<file path="src/rtl/ram_burst_pkg.sv">
// Shared types and constants for the RAM burst master and its read buffer.
package ram_burst_pkg;

  typedef enum logic [2:0] {
    IDLE  = 3'd0,
    WRITE = 3'd1,
    READ  = 3'd2,
    DRAIN = 3'd3,
    DONE  = 3'd4
  } state_e;

  // Encoding of the RAM port rw_ line and of req_rw_.
  localparam logic RW_READ  = 1'b1;
  localparam logic RW_WRITE = 1'b0;

endpackage

</file>
<file path="src/rtl/ram_rd_buf.sv">
// Two-entry synchronous FIFO that decouples RAM read data from the rd sink.
// A push and a pop may happen in the same cycle, also when the FIFO is full.
module ram_rd_buf #(
  parameter int DATA = 16
) (
  input  logic            clk,
  input  logic            reset_,
  input  logic            push,
  input  logic            pop,
  input  logic [DATA-1:0] wdata,
  output logic [DATA-1:0] rdata,
  output logic            full,
  output logic            empty,
  output logic [1:0]      count
);

  logic [DATA-1:0] mem_q [2];
  logic [DATA-1:0] mem_d [2];
  logic            wr_ptr_q, wr_ptr_d;
  logic            rd_ptr_q, rd_ptr_d;
  logic [1:0]      count_q, count_d;
  logic            do_push, do_pop;

  assign full  = (count_q == 2'd2);
  assign empty = (count_q == 2'd0);
  assign count = count_q;
  assign rdata = mem_q[rd_ptr_q];

  // Next storage/pointer values from this cycle's push and pop.
  always_comb begin
    mem_d    = mem_q;
    wr_ptr_d = wr_ptr_q;
    rd_ptr_d = rd_ptr_q;
    do_pop   = pop && !empty;
    do_push  = push && (!full || do_pop);
    if (do_push) begin
      mem_d[wr_ptr_q] = wdata;
      wr_ptr_d        = ~wr_ptr_q;
    end
    if (do_pop) begin
      rd_ptr_d = ~rd_ptr_q;
    end
    count_d = count_q + {1'b0, do_push} - {1'b0, do_pop};
  end

  // Storage and pointers, cleared by synchronous reset.
  always_ff @(posedge clk) begin
    if (!reset_) begin
      mem_q    <= '{default: '0};
      wr_ptr_q <= 1'b0;
      rd_ptr_q <= 1'b0;
      count_q  <= 2'd0;
    end else begin
      mem_q    <= mem_d;
      wr_ptr_q <= wr_ptr_d;
      rd_ptr_q <= rd_ptr_d;
      count_q  <= count_d;
    end
  end

endmodule

</file>
<file path="src/rtl/ram_burst_master.sv">
// Burst initiator for one port of the flip-flop RAM.
//
// state | meaning
// IDLE  | waiting for a request, req_ready high
// WRITE | one RAM write per accepted wr beat
// READ  | issuing RAM reads while buffer + in-flight leaves room
// DRAIN | all reads issued, waiting for the sink to take the rest
// DONE  | one-cycle done pulse
//
// The read buffer holds at most two beats; reads are issued only when
// buffered + in-flight beats, after this cycle's pop, stay below two, so
// the buffer can never overflow regardless of rd_ready.
module ram_burst_master
  import ram_burst_pkg::*;
#(
  parameter  int DATA   = 16,
  parameter  int DEPTH  = 4,
  parameter  int MAXLEN = 8,
  parameter  int RD_LAT = 0,
  localparam int ADDR   = $clog2(DEPTH),
  localparam int LENW   = $clog2(MAXLEN + 1)
) (
  input  logic            clk,
  input  logic            reset_,
  input  logic            req_valid,
  output logic            req_ready,
  input  logic            req_rw_,
  input  logic [ADDR-1:0] req_addr,
  input  logic [LENW-1:0] req_len,
  input  logic            wr_valid,
  output logic            wr_ready,
  input  logic [DATA-1:0] wr_data,
  output logic            rd_valid,
  input  logic            rd_ready,
  output logic [DATA-1:0] rd_data,
  output logic            done,
  output logic            ram_en,
  output logic            ram_rw_,
  output logic [ADDR-1:0] ram_addr,
  output logic [DATA-1:0] ram_wdata,
  input  logic [DATA-1:0] ram_rdata
);

  state_e          state_q, state_d;
  logic [ADDR-1:0] addr_q, addr_d, addr_nxt;
  logic [LENW-1:0] rem_q, rem_d;
  logic            inflight_q, inflight_d;

  logic            wr_beat, rd_issue;
  logic            buf_push, buf_pop, buf_full, buf_empty;
  logic [1:0]      buf_count;
  logic [DATA-1:0] buf_head;
  logic [2:0]      occ;

  // Outputs are forced low while reset_ is asserted, before the first edge.
  assign addr_nxt = (addr_q == ADDR'(DEPTH - 1)) ? '0 : addr_q + 1'b1;
  assign buf_push = (RD_LAT == 0) ? rd_issue : inflight_q;
  assign rd_valid = reset_ && !buf_empty;
  assign rd_data  = reset_ ? buf_head : '0;

  ram_rd_buf #(.DATA(DATA)) u_rd_buf (
    .clk    (clk),
    .reset_ (reset_),
    .push   (buf_push),
    .pop    (buf_pop),
    .wdata  (ram_rdata),
    .rdata  (buf_head),
    .full   (buf_full),
    .empty  (buf_empty),
    .count  (buf_count)
  );

  // State register.
  always_ff @(posedge clk) begin
    if (!reset_) state_q <= IDLE;
    else         state_q <= state_d;
  end

  // Address, remaining-beat down-counter and read in-flight flag.
  always_ff @(posedge clk) begin
    if (!reset_) begin
      addr_q     <= '0;
      rem_q      <= '0;
      inflight_q <= 1'b0;
    end else begin
      addr_q     <= addr_d;
      rem_q      <= rem_d;
      inflight_q <= inflight_d;
    end
  end

  // Next state and datapath updates.
  always_comb begin
    state_d    = state_q;
    addr_d     = addr_q;
    rem_d      = rem_q;
    inflight_d = (RD_LAT != 0) && rd_issue;
    unique case (state_q)
      IDLE: begin
        if (req_valid && req_ready) begin
          addr_d = req_addr;
          rem_d  = req_len;
          if (req_len == '0)            state_d = DONE;
          else if (req_rw_ == RW_READ)  state_d = READ;
          else                          state_d = WRITE;
        end
      end
      WRITE: begin
        if (wr_beat) begin
          addr_d = addr_nxt;
          rem_d  = rem_q - 1'b1;
          if (rem_q == LENW'(1)) state_d = DONE;
        end
      end
      READ: begin
        if (rd_issue) begin
          addr_d = addr_nxt;
          rem_d  = rem_q - 1'b1;
          if (rem_q == LENW'(1)) state_d = DRAIN;
        end
      end
      DRAIN: begin
        // Leave as soon as this cycle's pop empties the buffer, so done
        // follows the last rd handshake by exactly one cycle.
        if (!inflight_q && (buf_count == {1'b0, buf_pop})) state_d = DONE;
      end
      DONE:    state_d = IDLE;
      default: state_d = IDLE;
    endcase
  end

  // Handshakes and RAM port drive for the current state.
  always_comb begin
    req_ready = 1'b0;
    wr_ready  = 1'b0;
    done      = 1'b0;
    ram_en    = 1'b0;
    ram_rw_   = RW_WRITE;
    ram_addr  = '0;
    ram_wdata = '0;
    wr_beat   = 1'b0;
    rd_issue  = 1'b0;
    buf_pop   = reset_ && !buf_empty && rd_ready;
    occ       = {1'b0, buf_count} + {2'b00, inflight_q} - {2'b00, buf_pop};
    if (reset_) begin
      unique case (state_q)
        IDLE:  req_ready = 1'b1;
        WRITE: begin
          wr_ready = 1'b1;
          wr_beat  = wr_valid;
          if (wr_valid) begin
            ram_en    = 1'b1;
            ram_addr  = addr_q;
            ram_wdata = wr_data;
          end
        end
        READ: begin
          rd_issue = (occ < 3'd2) && !(buf_full && !buf_pop);
          if (rd_issue) begin
            ram_en   = 1'b1;
            ram_rw_  = RW_READ;
            ram_addr = addr_q;
          end
        end
        DONE:    done = 1'b1;
        default: ;
      endcase
    end
  end

endmodule

</file>
<file path="config.mk">
export PLATFORM = sky130hd
export DESIGN_NAME = ram_burst_master
export DESIGN_NICKNAME = d
export VERILOG_FILES = /design/src/rtl/ram_burst_pkg.sv /design/src/rtl/ram_rd_buf.sv /design/src/rtl/ram_burst_master.sv
export SDC_FILE = /design/constraint.sdc
export NUM_CORES = 1
export LEC_CHECK = 0
export CAP_MARGIN = 15
export CORE_ASPECT_RATIO = 1.1
export CORE_MARGIN = 2
export CORE_UTILIZATION = 35
export CTS_CLUSTER_DIAMETER = 120
export DETAILED_ROUTE_END_ITERATION = 10
export PLACE_DENSITY = 0.66
export SKIP_LAST_GASP = 1
export SLEW_MARGIN = 20
export SYNTH_ARGS = -nofsm -noshare
export SYNTH_HDL_FRONTEND = slang
export SYNTH_SLANG_ARGS = --single-unit
</file>
<file path="constraint.sdc">
create_clock -name clk -period 2 [get_ports clk]
set_clock_uncertainty 0.15 [all_clocks]
set_input_delay 0.4 -clock clk [delete_from_list [all_inputs] [get_ports clk]]
set_output_delay 0.4 -clock clk [all_outputs]
set_load 0.05 [all_outputs]
</file>
### Word level (Yosys, flattened, before mapping)

Cells that the tools add are included.

| storage, ports and cells | value |
|---|---|
| word-level logic and storage cells | 102 |
| input port bits | 44 |
| output and inout port bits | 40 |
| register bits | 45 |

| cells by class | value |
|---|---|
| $lt $le $gt $ge | 4 |
| reduce and logical (&&, ||, !) cells | 19 |
| $add $sub $neg | 5 |
| mux-type cells | 48 |
| bitwise operators | 4 |
| eq/ne operators | 14 |

Operators by type and width:

| cell | count |
|---|---|
| $mux W16 | 8 |
| $bwmux W32 | 1 |
| $mux W3 | 7 |
| $demux W16 S1 | 1 |
| $mux W2 | 8 |
| $mux W1 | 15 |
| $mux W4 | 3 |
| $pmux W3 S4 | 1 |
| $pmux W4 S3 | 1 |
| $ne A2 B2 Y1 const B | 5 |
| $logic_and A1 B1 Y1 | 8 |
| $eq A3 B2 Y1 const B | 2 |
| $pmux W2 S3 | 1 |
| $reduce_and A6 Y1 | 1 |
| $eq A2 B2 Y1 const B | 2 |
| $eq A4 B1 Y1 const B | 1 |
| $ge A2 B2 Y1 const B | 2 |
| $logic_not A1 Y1 | 4 |
| $logic_not A4 Y1 | 1 |
| $not A1 Y2 | 2 |
| $pmux W2 S2 | 1 |
| $reduce_and A4 Y1 | 1 |
| $sub A4 B1 Y4 const B | 1 |
| $eq A3 B1 Y1 const B | 1 |
| 15 further kinds | 16 |

### Depth between registers and ports, before layout

Gate-level depths: netlist (run 1).

| depth | value |
|---|---|
| depth in word-level cells | 13 |
| depth in mapped cells | 12 |
| mapped depth without buffers | 10 |

### Hierarchy

A second synthesis (run 1) with hierarchy kept.

| second synthesis, totals | value |
|---|---|
| cell total of the unflattened synthesis | 289 |
| area total of the unflattened synthesis | 2573.7 um2 |

By module, submodules not included:

| module | area each (um2) | cells an instance | instances |
|---|---|---|---|
| ram_rd_buf | 1635.3 | 166 | 1 |
| ram_burst_master | 938.4 | 123 | 1 |

### Least setup slack after synthesis (run 1)

No wires, ideal clock.

| timing | value |
|---|---|
| kind | in2out |
| from | in reset_ |
| to | out ram_addr[0] |
| stages | 8 |
| required time | 1.450 ns |
| buffers on the path | 0 |
| path slack | -1.414 ns |
| arrival | 2.864 ns |
| path through | inv_2 nor2_1 and2_1 ha_1 o211a_1 o2111ai_4 nand2_1 and2_1 |

| between the ends | value |
|---|---|
| longest elaborated chain between the ends | 9 |
| elaborated cells on any way between the ends | 11 |

Ends and longest elaborated chain:

| element | RTL line | text |
|---|---|---|
| start, declared | ram_burst_master.sv:24 | `input logic reset_,` |
| $logic_and A1 B1 Y1 * | -- |  |
| net rd_valid | ram_burst_master.sv:33 | `output logic rd_valid,` |
| $logic_and A1 B1 Y1 * | ram_burst_master.sv:143 | `buf_pop = reset_ && !buf_empty && rd_ready;` |
| parallel branches: the longest is 3 deep, another holds $sub A2 B1 Y3 | -- |  |
| $logic_and A1 B1 Y1 * | ram_burst_master.sv:158 | `rd_issue = (occ < 3'd2) && !(buf_full && !buf_pop);` |
| $mux W2 * | ram_burst_master.sv:159 | `if (rd_issue) begin` |
| $pmux W2 S2 * | ram_burst_master.sv:146 | `unique case (state_q)` |
| $mux W2 * | ram_burst_master.sv:145 | `if (reset_) begin` |
| end, declared | ram_burst_master.sv:39 | `output logic [ADDR-1:0] ram_addr,` |

Mark *: on every way through the listed nets, which the timed path passes.

### Worst setup path after layout (run 1)

| timing | value |
|---|---|
| from | reg u_rd_buf.count_q[1] (netlist: u_rd_buf.count[1]) |
| to | out ram_addr[0] |

| between the ends | value |
|---|---|
| longest elaborated chain between the ends | 11 |
| elaborated cells on any way between the ends | 14 |

Ends and longest elaborated chain:

| element | RTL line | text |
|---|---|---|
| start, declared | ram_rd_buf.sv:21 | `logic [1:0] count_q, count_d;` |
| start signal, assigned | ram_rd_buf.sv:57 | `count_q <= count_d;` |
| parallel branches: the longest is 7 deep, another holds $sub A2 B1 Y3 | -- |  |
| $logic_and A1 B1 Y1 * | ram_burst_master.sv:158 |  |
| $mux W2 * | ram_burst_master.sv:159 |  |
| $pmux W2 S2 * | ram_burst_master.sv:146 |  |
| $mux W2 * | ram_burst_master.sv:145 |  |

Mark *: on every way between the ends.

==> results of run 1 <==
[final cells by class]
class                   count  share of cell area, %
multi-input cells         219                   39.6
flip-flops and latches     45                   19.4
clock buffers               6                   1.76
clock inverters             2                  0.293
repair buffers            125                   35.7
well taps                  85                   2.27
inverters                   7                  0.934
[registers in the layout, summed over array words and instances (netlist names)]
register,count
u_rd_buf.mem_q,32
rem_q,4
state_q,3
addr_q,2
u_rd_buf.count,2
u_rd_buf.rd_ptr_q,1
u_rd_buf.wr_ptr_q,1
[power by group]
| group | internal (mW) | total (mW) | switching (mW) |
|---|---|---|---|
| logic | 0.607 | 1.21 | 0.598 |
| clock network | 0.281 | 0.603 | 0.323 |
| registers | 0.963 | 1.03 | 0.0713 |
[worst register-to-register path, stage by stage, from the launching register on]
cell and delay, ps:
dfxtp_4 360, nor2_4 100, nor2_4 50, and2_4 140
ha_4 160, nor2_2 140, o2111ai_4 170, buf_4 200
buf_4 140, buf_4 130, o31ai_4 90, o21ai_1 120
a32o_1 260
[timing repair]
action	4_1_cts	5_1_grt
gates resized for setup	52	9
cloned	3	1
setup buffers	9	2
endpoints found under the setup margin	83	79
pin swaps	7	12
[metrics by stage]
step | instances | worst slack, ps | TNS [ps] | hold WS [ps]
after detailed placement | 470 | -805 | -50940 | 308
after global placement | 470 | -770 | -50190 | 302
after global routing | 489 | -488 | -16640 | 348
after CTS | 490 | -428 | -11730 | 323
after floorplan | 287 | -527 | -15490 | 294
final | 489 | -405 | -10900 | 319
[worst max-delay path by stage]
stage                                  from           to  slack, ps  cells after the start
after floorplan                      reset_  ram_addr[0]       -530                      8
after detailed placement             reset_  ram_addr[0]       -800                     11
final                     u_rd_buf.count[1]  ram_addr[0]       -410                      9
after CTS                 u_rd_buf.count[1]  ram_addr[0]       -430                      9
after global routing      u_rd_buf.count[1]  ram_addr[0]       -490                      9
after global placement               reset_  ram_addr[0]       -770                     11
[per-layer routing]
metal | GRT usage (%) | wire length [µm] | share of wire, % | vias to the layer above
li1 | - | - | - | 1216
met1 | 21.1 | 2930 | 41 | 1153
met2 | 33.5 | 3700 | 52 | 79
met3 | 5.17 | 418 | 5.9 | 6
met4 | 6.48 | 82 | 1.1 | 0
met5 | 0 | 0 | 0 | -
[cells by family (layout without fill, tap and decap cells)]
family	Yosys count	after routing	synth area share (%)
AND/OR/NAND/NOR	135	136	28.0
flip-flops	45	45	36.0
AO/OA/AOI/OAI	40	40	12.5
multiplexers	34	34	13.6
buffers and inverters	24	140	5.85
adder cells (fa/ha/maj)	6	6	3.00
XOR/XNOR	3	3	1.05
[cell usage after synthesis, types with 2 or more instances]
library cell	n	area share, %
a21oi_1	12	2.4
a21oi_2	9	3.1
and2_1	5	1.2
and3_1	17	4.2
buf_12	2	1.6
buf_2	3	0.60
clkbuf_1	9	1.3
dfxtp_1	45	36
ha_1	6	3.0
inv_1	5	0.75
mux2i_1	34	14
nand2_1	35	5.2
nand2_2	9	2.2
nand2b_1	3	0.75
nor2_1	33	4.9
nor2_4	2	0.90
nor2b_1	15	3.7
nor3_1	7	1.4
nor4_1	3	0.75
o211ai_1	3	0.90
o21ai_0	3	0.60
o21ai_1	2	0.40
xnor2_1	2	0.70
==> metrics.md, run 1 <==
| Metric | Value |
|---|---|
| Initial Util | a little over a third |
| Final period util | 120% |
| Critical path startpoint category | flip-flop |
| Die width | 84.6 µm |
| Worst VDD drop | about 0.36 mV |
| First-pass GRT wire length | 12000 µm |
| Yosys warning count | 0 |
| Hold path cells | 2 |
| Syn_nets | 337 |
| Initial antenna violation count | 0 |
| Worst-path cell chain | nor2_4 > nor2_4 > and2_4 > ha_4 > o211a_4 > o2111ai_4 > nand2_4 > and2_4 > buf_12 |
| PD cells | 606 nW/µm² |
| Cell area after synthesis | roughly 2500 µm² |
| Commonest non-fill, non-tap cells in the layout | 45 x buf_12, 41 x dfxtp_1, 41 x clkdlybuf4s50_1, 30 x buf_4, 27 x nand2_1 |
| Worst Tran Pin Value | between 500 and 600 ps |
| ANT cells | 0 |
| WP buf/inv | 1 |
| Critical path class | flip-flop to output port |
| Hold endpoint | u_rd_buf.mem_q[18] |
| Leading cell type in the layout, fill and taps excluded | buf_12 |
| Core ar. | 6970 µm² |
| Final ANT Viol Nets | 0 |
| Clk Latency, worst-skew pair | about 300 ps |
| Mean Syn Cell Area | 8.72 µm² |
| Crit. End Element | output port |
| CTS Buffer Depth | 2 |
| DRT iter0 DRCs | 88 |
| Failing checks | negative setup slack |
| Layout area overhead | 87.3% |
| I/O Pins | 84 |
| Crit path DAT | 1860 ps |
| Period minus WS final | 2410 ps |
| GRT Overall Usage | around a fifth |
| # setup viols final | 57 |
| Clk sinks | 45 |
| Row cnt | 32 |
| CTS tree | built |
| Largest net degree at the start of global routing | 43 |
| Relative slew slack | 63.9% |
| Sequential Area | about 910 µm² |
| PortBufs | 83 |
| Cell depth of the worst flop-to-flop path | 12 |
| Root Buffer | clkbuf_8 |
| Routed WL | 7130 µm |
| Placer Congestion | 0.746 |
| Number of global-route vias before repair | 2592 |
| Lkg Pwr | 1.82 nW |
| Total grt overflow | 0 |
| Worst reg2reg endpoint | rem_q[3] |
| Routed vias | 2454 |
| Number of synthesized flops with an enable pin | 0 |
| Cts-stage hold buffer count | 0 |
| Dpl cell area | 4230 µm² |
| Yosys cell types | between 40 and 50 |
| Fin util | 67.3% |
| Crit Path Max Fanout | 3 |
| Max_cap viols | 0 |
| Via density | 5.02 |
| Clock-pin slew on the worst setup and hold paths | 90 ps |
| Final Cell Area | 4690 µm² |
| Worst Path Required | around 1500 ps |
| CTS Buf Count | 5 |
| H-tree levels | 2 |
| Critical hold path startpoint | u_rd_buf.mem_q[18] |
| Post-route DRC violation count | 0 |
| Hold crit path type | flip-flop to flip-flop |
| Layout fillers | 552 |
| Total power | 2.84 mW |
| Worst setup margin | -405 ps |
| Flop2flop setup slack | -300 ps |
| Ratio of cells with drive above 1 in the final layout | between 40% and 50% |
| #FFs+latches synth | 45 |
| RSZ-0062 raised after global routing | yes |
| F_max | approximately 0.42 GHz |
| Die height | 92.7 µm |
| DR WL/cell | 14.6 µm |
| R2r startpoint | u_rd_buf.count[1] |
| Post-Synthesis Cells | 287 |
| Drt pass-1 iters | 4 |
| Sequential fraction of the synthesis area | 36.0% |
| CP delay by family, top | simple AND/OR/NAND/NOR gates |
| Slowest CP cell | dfxtp_4 |
| Top_reg_cell synth | dfxtp_1 |
| Post-synth ARST share | 0% |
| Post-layout nets | 453 |
| Die ar. | ~7800 µm² |
| Multi-input logic area | 1860 µm² |
| Final HPWL DP | 4730 µm |
| Outcome | finished with violations |
| Final Max Slew Viols | 0 |
| Count of final hold-check violations | 0 |
| Slowest stage delay, CP | 360 ps |
Note: power is estimated with default switching activity, not from simulation.
==> run 2, diff against run 1 <==
--- a/config.mk
+++ b/config.mk
@@ -7,9 +7,8 @@
 export LEC_CHECK = 0
 export CAP_MARGIN = 15
 export CORE_ASPECT_RATIO = 1.1
-export CORE_MARGIN = 2
 export CORE_UTILIZATION = 35
-export CTS_CLUSTER_DIAMETER = 120
+export CTS_CLUSTER_DIAMETER = 200
 export DETAILED_ROUTE_END_ITERATION = 10
 export PLACE_DENSITY = 0.66
 export SKIP_LAST_GASP = 1
==> run 2 against run 1 <==
- the flow still finishes with violations (negative setup slack)
- clock-buffer cell count did not move
- sequential share of layout area is 0.54 points lower
- non-clock buffer count is 10 higher
- critical path type unchanged
- largest power group unchanged
- highest routed layer unchanged
==> metrics.md, run 2 (synthesis results as in run 1) <==
| Metric | Value |
|---|---|
| Sw Ratio | 34.2% |
| Initial antenna violation count | 0 |
| CTS tree | built |
| Pre-CTS WS | -838 ps |
| Hold crit path type | flip-flop to flip-flop |
| Clock-pin slew on the worst setup and hold paths | 80 ps |
| Total power | 2.88 mW |
| Fin util | 71.7% |
| Top flop regs | u_rd_buf.mem_q: 32 flops, rem_q: 4 flops, state_q: 3 flops |
| Slowest CP cell | dfxtp_2 |
| Via density | 5.01 |
| GR Util met1 | 22.6% |
| Initial Util | between 30 and 40% |
| P_int | 1.90 mW |
| CTS Buffer Depth | 2 |
| Clk Latency, worst-skew pair | 290 ps |
| Relative slew slack | 64.2% |
| GRT met3 Usage | around 4.7% |
| CTS Buf Count | 5 |
| Worst Path Required | 1450 ps |
| Slowest stage delay, CP | 340 ps |
| Worst VDD drop | 0.454 mV |
| H-tree levels | 2 |
| Layout area overhead | 93.2% |
| PortBufs | 83 |
| Root Buffer | clkbuf_8 |
| Lkg Pwr | 1.90 nW |
| Row cnt | 31 |
| Largest net degree at the start of global routing | 20 |
| Post-layout nets | 463 |
| Clk sinks | 45 |
| Final period util | 123% |
| Die width | 82.6 µm |
| Total grt overflow | 0 |
| Critical path class | flip-flop to output port |
| Gate power share | 43.5% |
| NetSw | 0.987 mW |
| Final HPWL DP | 4860 µm |
| Leading cell type in the layout, fill and taps excluded | buf_12 |
| Placer Congestion | 0.751 |
| Final Max Slew Viols | 0 |
| Die height | 90.7 µm |
| Count of final hold-check violations | 0 |
| First-pass GRT wire length | 11700 µm |
| ANT cells | 0 |
| Layout fillers | 477 |
| RSZ-0062 raised after global routing | yes |
| Final ANT Viol Nets | 0 |
| Commonest non-fill, non-tap cells in the layout | 47 x buf_12, 41 x clkdlybuf4s50_1, 39 x dfxtp_1, 35 x buf_4, 28 x mux2i_1 |
| Number of global-route vias before repair | 2519 |
| Outcome | finished with violations |
| Worst Tran Pin Value | 536 ps |
| Busiest grt layer | met2 |
| Post-route DRC violation count | 0 |
| DR WL/cell | approximately 15 µm |
| Worst setup margin | -461 ps |
| # setup viols final | 62 |
| Core ar. | 6750 µm² |
| Crit path DAT | 1910 ps |
| DRT iter0 DRCs | 64 |
| Max reg flops | 32 |
| Met2 GRT Util | 36.5% |
| Clock network power share | between 20% and 30% |
| PD cells | 596 nW/µm² |
| Sequential Area | 913 µm² |
| Worst-path cell chain | nor2_4 > nor2_4 > and2_4 > ha_4 > o211a_4 > o2111ai_4 > nand2_4 > and2_4 > buf_12 |
| Crit. End Element | output port |
| Die ar. | 7500 µm² |
| F_max | 0.406 GHz |
| I/O Pins | 84 |
| Critical path startpoint category | flip-flop |
| Max_cap viols | 0 |
| Crit Path Max Fanout | 3 |
| Failing checks | negative setup slack |
| Sequential power share | 36.1% |
| Routed vias | 2484 |
| Routed WL | 7520 µm |
| Drt pass-1 iters | 4 |
| Largest Register | u_rd_buf.mem_q |
| Period minus WS final | 2460 ps |
| Multi-input logic area | 1840 µm² |
| GRT Overall Usage | about a fifth |
| Worst hold slack | between 300 and 400 ps |
| Ratio of cells with drive above 1 in the final layout | 47.1% |
-- run 2: cell types whose count changed in the layout (fill, tap and decap cells not counted), sizes merged --
cell / previous run / this run
buf: 81 / 88
clkbuf: 7 / 9
bufbuf: 1 / 2
-- run 2: final cells by class --
type                    count  share of cell area, %
multi-input cells         219                   38.1
repair buffers            135                   37.8
flip-flops and latches     45                   18.9
well taps                  82                   2.12
clock buffers               6                   1.71
inverters                   7                   1.06
clock inverters             2                  0.285
-- run 2: power groups by stage --
| stage | sequential, mW | clock (mW) | combinational, mW |
|---|---|---|---|
| detailed placement | 1.05 | 0 | 1.09 |
| CTS | 1.04 | 0.604 | 1.20 |
| global placement | 1.05 | 0 | 1.07 |
| floorplan | 1.03 | 0 | 0.632 |
| global route | 1.05 | 0.635 | 1.33 |
| finish | 1.04 | 0.588 | 1.25 |
-- run 2: routing by layer --
layer | wire length [µm] | vias up
li1 | - | 1236
met1 | 2900 | 1166
met2 | 4100 | 73
met3 | 430 | 9
met4 | 92 | 0
met5 | 0 | -
-- run 2: metrics by stage --
step,std cells,instance area (µm²),setup TNS [ps]
6_report,496,4840,-12800
5_1_grt,496,4840,-17790
4_1_cts,493,4700,-15640
3_5_place_dp,470,4280,-52540
3_3_place_gp,470,4280,-49920
2_1_floorplan,287,2740,-15490
-- run 2: timing repair --
item,in CTS,in global routing
endpoints found under the setup margin,83,71
hold buffers,0,0
resized for setup,37,27
cloned,3,2
pin swaps,9,11
setup buffers,13,3
-- run 2: final timing paths --
kind | start | endpoint | slack [ps] | cells past startpoint
setup / recovery | u_rd_buf.count[0] | ram_addr[0] | -460 | 9
hold / removal | u_rd_buf.mem_q[20] | u_rd_buf.mem_q[20] | 320 | 2
setup reg to reg | u_rd_buf.count[0] | rem_q[3] | -320 | 12
hold reg to reg | u_rd_buf.mem_q[20] | u_rd_buf.mem_q[20] | 320 | 2
-- run 2: worst max-delay path: cells and delay by family (launching register included) --
kind	cells	cell delay, ps
buffers and inverters	1	140
adder cells (fa/ha/maj)	1	160
flip-flops	1	340
AND/OR/NAND/NOR	5	570
AO/OA/AOI/OAI	2	390
==> run 3, diff against run 2 <==
--- a/config.mk
+++ b/config.mk
@@ -10,7 +10,7 @@
 export CORE_UTILIZATION = 35
 export CTS_CLUSTER_DIAMETER = 200
 export DETAILED_ROUTE_END_ITERATION = 10
-export PLACE_DENSITY = 0.66
+export PLACE_DENSITY_LB_ADDON = 0.2
 export SKIP_LAST_GASP = 1
 export SLEW_MARGIN = 20
 export SYNTH_ARGS = -nofsm -noshare
==> run 3 against run 2 <==
- the flow still finishes with violations (negative setup slack)
- cell count fell by 1.0%
- worst setup slack lost 31 ps
- sequential share of layout area is 0.19 points lower
- utilization rose by 0.74 points
- first-iteration DRC count down 27%
- combinational power is essentially flat
- non-clock buffer count shrank 5
- die area did not move
- maximum frequency down 1.2%
- worst hold slack improved by 0.82 ps
- critical path depth did not move
- critical endpoint is now ram_addr[1]
- largest power group unchanged
==> metrics.md, run 3 (synthesis results as in run 1) <==
| Metric | Value |
|---|---|
| Outcome | finished with violations |
| Failing checks | negative setup slack |
| Largest Register | u_rd_buf.mem_q |
| Drt pass-1 iters | 4 |
| Flop2flop setup slack | -300 ps |
| Final ANT Viol Nets | 0 |
| Initial Util | 37.1% |
| Largest net degree at the start of global routing | 25 |
| Routed vias | 2495 |
| Post-route DRC violation count | 0 |
| Final Non-Filler Cells | 491 |
| Dpl cell area | 4240 µm² |
| Slowest CP cell | dfxtp_4 |
| Final HPWL DP | between 4000 and 5000 µm |
| I/O Pins | 84 |
| CTS Buf Count | 5 |
| Layout fillers | 461 |
| Cell depth of the worst flop-to-flop path | 13 |
| Worst VDD drop | about 0.4 mV |
| Worst setup margin | -492 ps |
| PD cells | between 600 and 700 nW/µm² |
| Root Buffer | clkbuf_8 |
| Die width | 82.6 µm |
| PortBufs | 83 |
| Via density | between 5 and 6 |
| Relative slew slack | 64.4% |
| Clk sinks | 45 |
| Initial antenna violation count | 0 |
| Commonest non-fill, non-tap cells in the layout | 47 x buf_12, 41 x dfxtp_1, 41 x clkdlybuf4s50_1, 28 x buf_4, 27 x nand2_1 |
| Ratio of cells with drive above 1 in the final layout | 48.7% |
| Fin util | 72.4% |
| CTS Buffer Depth | 2 |
| Layout area overhead | 95.2% |
| Critical hold path startpoint | u_rd_buf.mem_q[16] |
| Met2 wire length | 3960 µm |
| Clock-pin slew on the worst setup and hold paths | approximately 90 ps |
| Met1 wire length | 2980 µm |
| Critical path startpoint category | flip-flop |
| Final Cell Area | 4890 µm² |
| Routed WL | 7460 µm |
| DRT iter0 DRCs | 47 |
| Final Max Slew Viols | 0 |
| Total grt overflow | 0 |
| DR WL/cell | 15.2 µm |
| Hold path cells | 2 |
| Setup TNS | -13190 ps |
| Leading cell type in the layout, fill and taps excluded | buf_12 |
| Core ar. | 6750 µm² |
| DR top layer | met4 |
| Number of global-route vias before repair | about 2600 |
| Worst reg2reg endpoint | u_rd_buf.mem_q[23] |
| Total power | 3.00 mW |
| Worst hold slack | 323 ps |
| Top flop regs | u_rd_buf.mem_q: 32 flops, rem_q: 4 flops, state_q: 3 flops |
| Met3 WL | 419 µm |
| Count of final hold-check violations | 0 |
| Placer Congestion | 0.756 |
| Cts-stage hold buffer count | 0 |
| H-tree levels | 2 |
| ANT cells | 0 |
| Lkg Pwr | between 1.5 and 2 nW |
| # setup viols final | 61 |
| Crit path DAT | roughly 1900 ps |
| CTS tree | built |
| Slowest stage delay, CP | 360 ps |
| R2r startpoint | u_rd_buf.count[1] |
| First-pass GRT wire length | around 12000 µm |
| Crit. End Element | output port |
| Die height | 90.7 µm |
| RSZ-0062 raised after global routing | yes |
| Row cnt | 31 |
| Hold crit path type | flip-flop to flip-flop |
| Worst-path cell chain | nor2_4 > nor2_4 > and2_4 > ha_4 > o211a_4 > o2111ai_4 > nand2_4 > and2_4 > buf_12 |
| Post-layout nets | 458 |
| Max reg flops | 32 |
| Worst Tran Pin Value | 533 ps |
| Pre-CTS WS | -785 ps |
| Clk Latency, worst-skew pair | roughly 300 ps |
| Crit path from | u_rd_buf.count[1] |
| Final period util | 125% |
| Period minus WS final | around 2500 ps |
| Max_cap viols | 0 |
| Placed insts | 469 |
| Die ar. | between 7000 and 8000 µm² |
| Crit Path Max Fanout | 4 |
| F_max | 0.401 GHz |
| Worst Path Required | 1450 ps |
| GRT Overall Usage | about a fifth |
| Hold endpoint | u_rd_buf.mem_q[16] |
| Critical path class | flip-flop to output port |
[run 3: cell types whose count changed in the layout (fill, tap and decap cells not counted), moves of 2 or more]
cell / delta
a21oi_1: -7
a21oi_2: +7
buf_4: -7
buf_6: +4
dfxtp_1: +2
dfxtp_2: -3
mux2i_1: -4
mux2i_2: +5
nand2_2: -2
nand2_4: +2
nor2_1: -2
[run 3: what timing repair did]
action	in CTS	in global routing
pin swaps	6	15
resized for setup	49	36
setup buffers	5	6
gates cloned	3	2
setup endpoints to repair	83	77
[run 3: how the worst max path moves through the flow]
stage                  endpoint  depth (start not counted)
floorplan           ram_addr[0]                          8
global placement    ram_addr[0]                         11
detailed placement  ram_addr[0]                         11
CTS                 ram_addr[0]                          9
global route        ram_addr[1]                          9
finish              ram_addr[1]                          9
[run 3: layout make-up]
cell class	count	area [µm²]	share of cell area, %
multi-input cells	219	1910	39.2
repair buffers	130	1800	36.8
flip-flops and latches	45	913	18.7
well taps	82	103	2.10
clock buffers	6	72.6	1.48
inverters	7	51.3	1.05
clock inverters	2	35.0	0.717
[run 3: critical path, delay by kind of cell, from the launching register on]
family,cells,cell delay (ps)
compound gates,2,440
fa+ha+maj,1,160
buf+inv,1,140
flops,1,360
simple gates,5,540
[run 3: where the power goes]
group | internal (mW) | switching [mW]
Combinational | 0.658 | 0.618
Sequential | 0.964 | 0.0785
Clock | 0.371 | 0.306
Total | 1.99 | 1.00
[run 3: metal layers]
layer  up-vias  GRT usage [%]
li1       1217              -
met1      1187           22.9
met2        81           35.3
met5         -              0
met3        10           4.75
met4         0           4.74
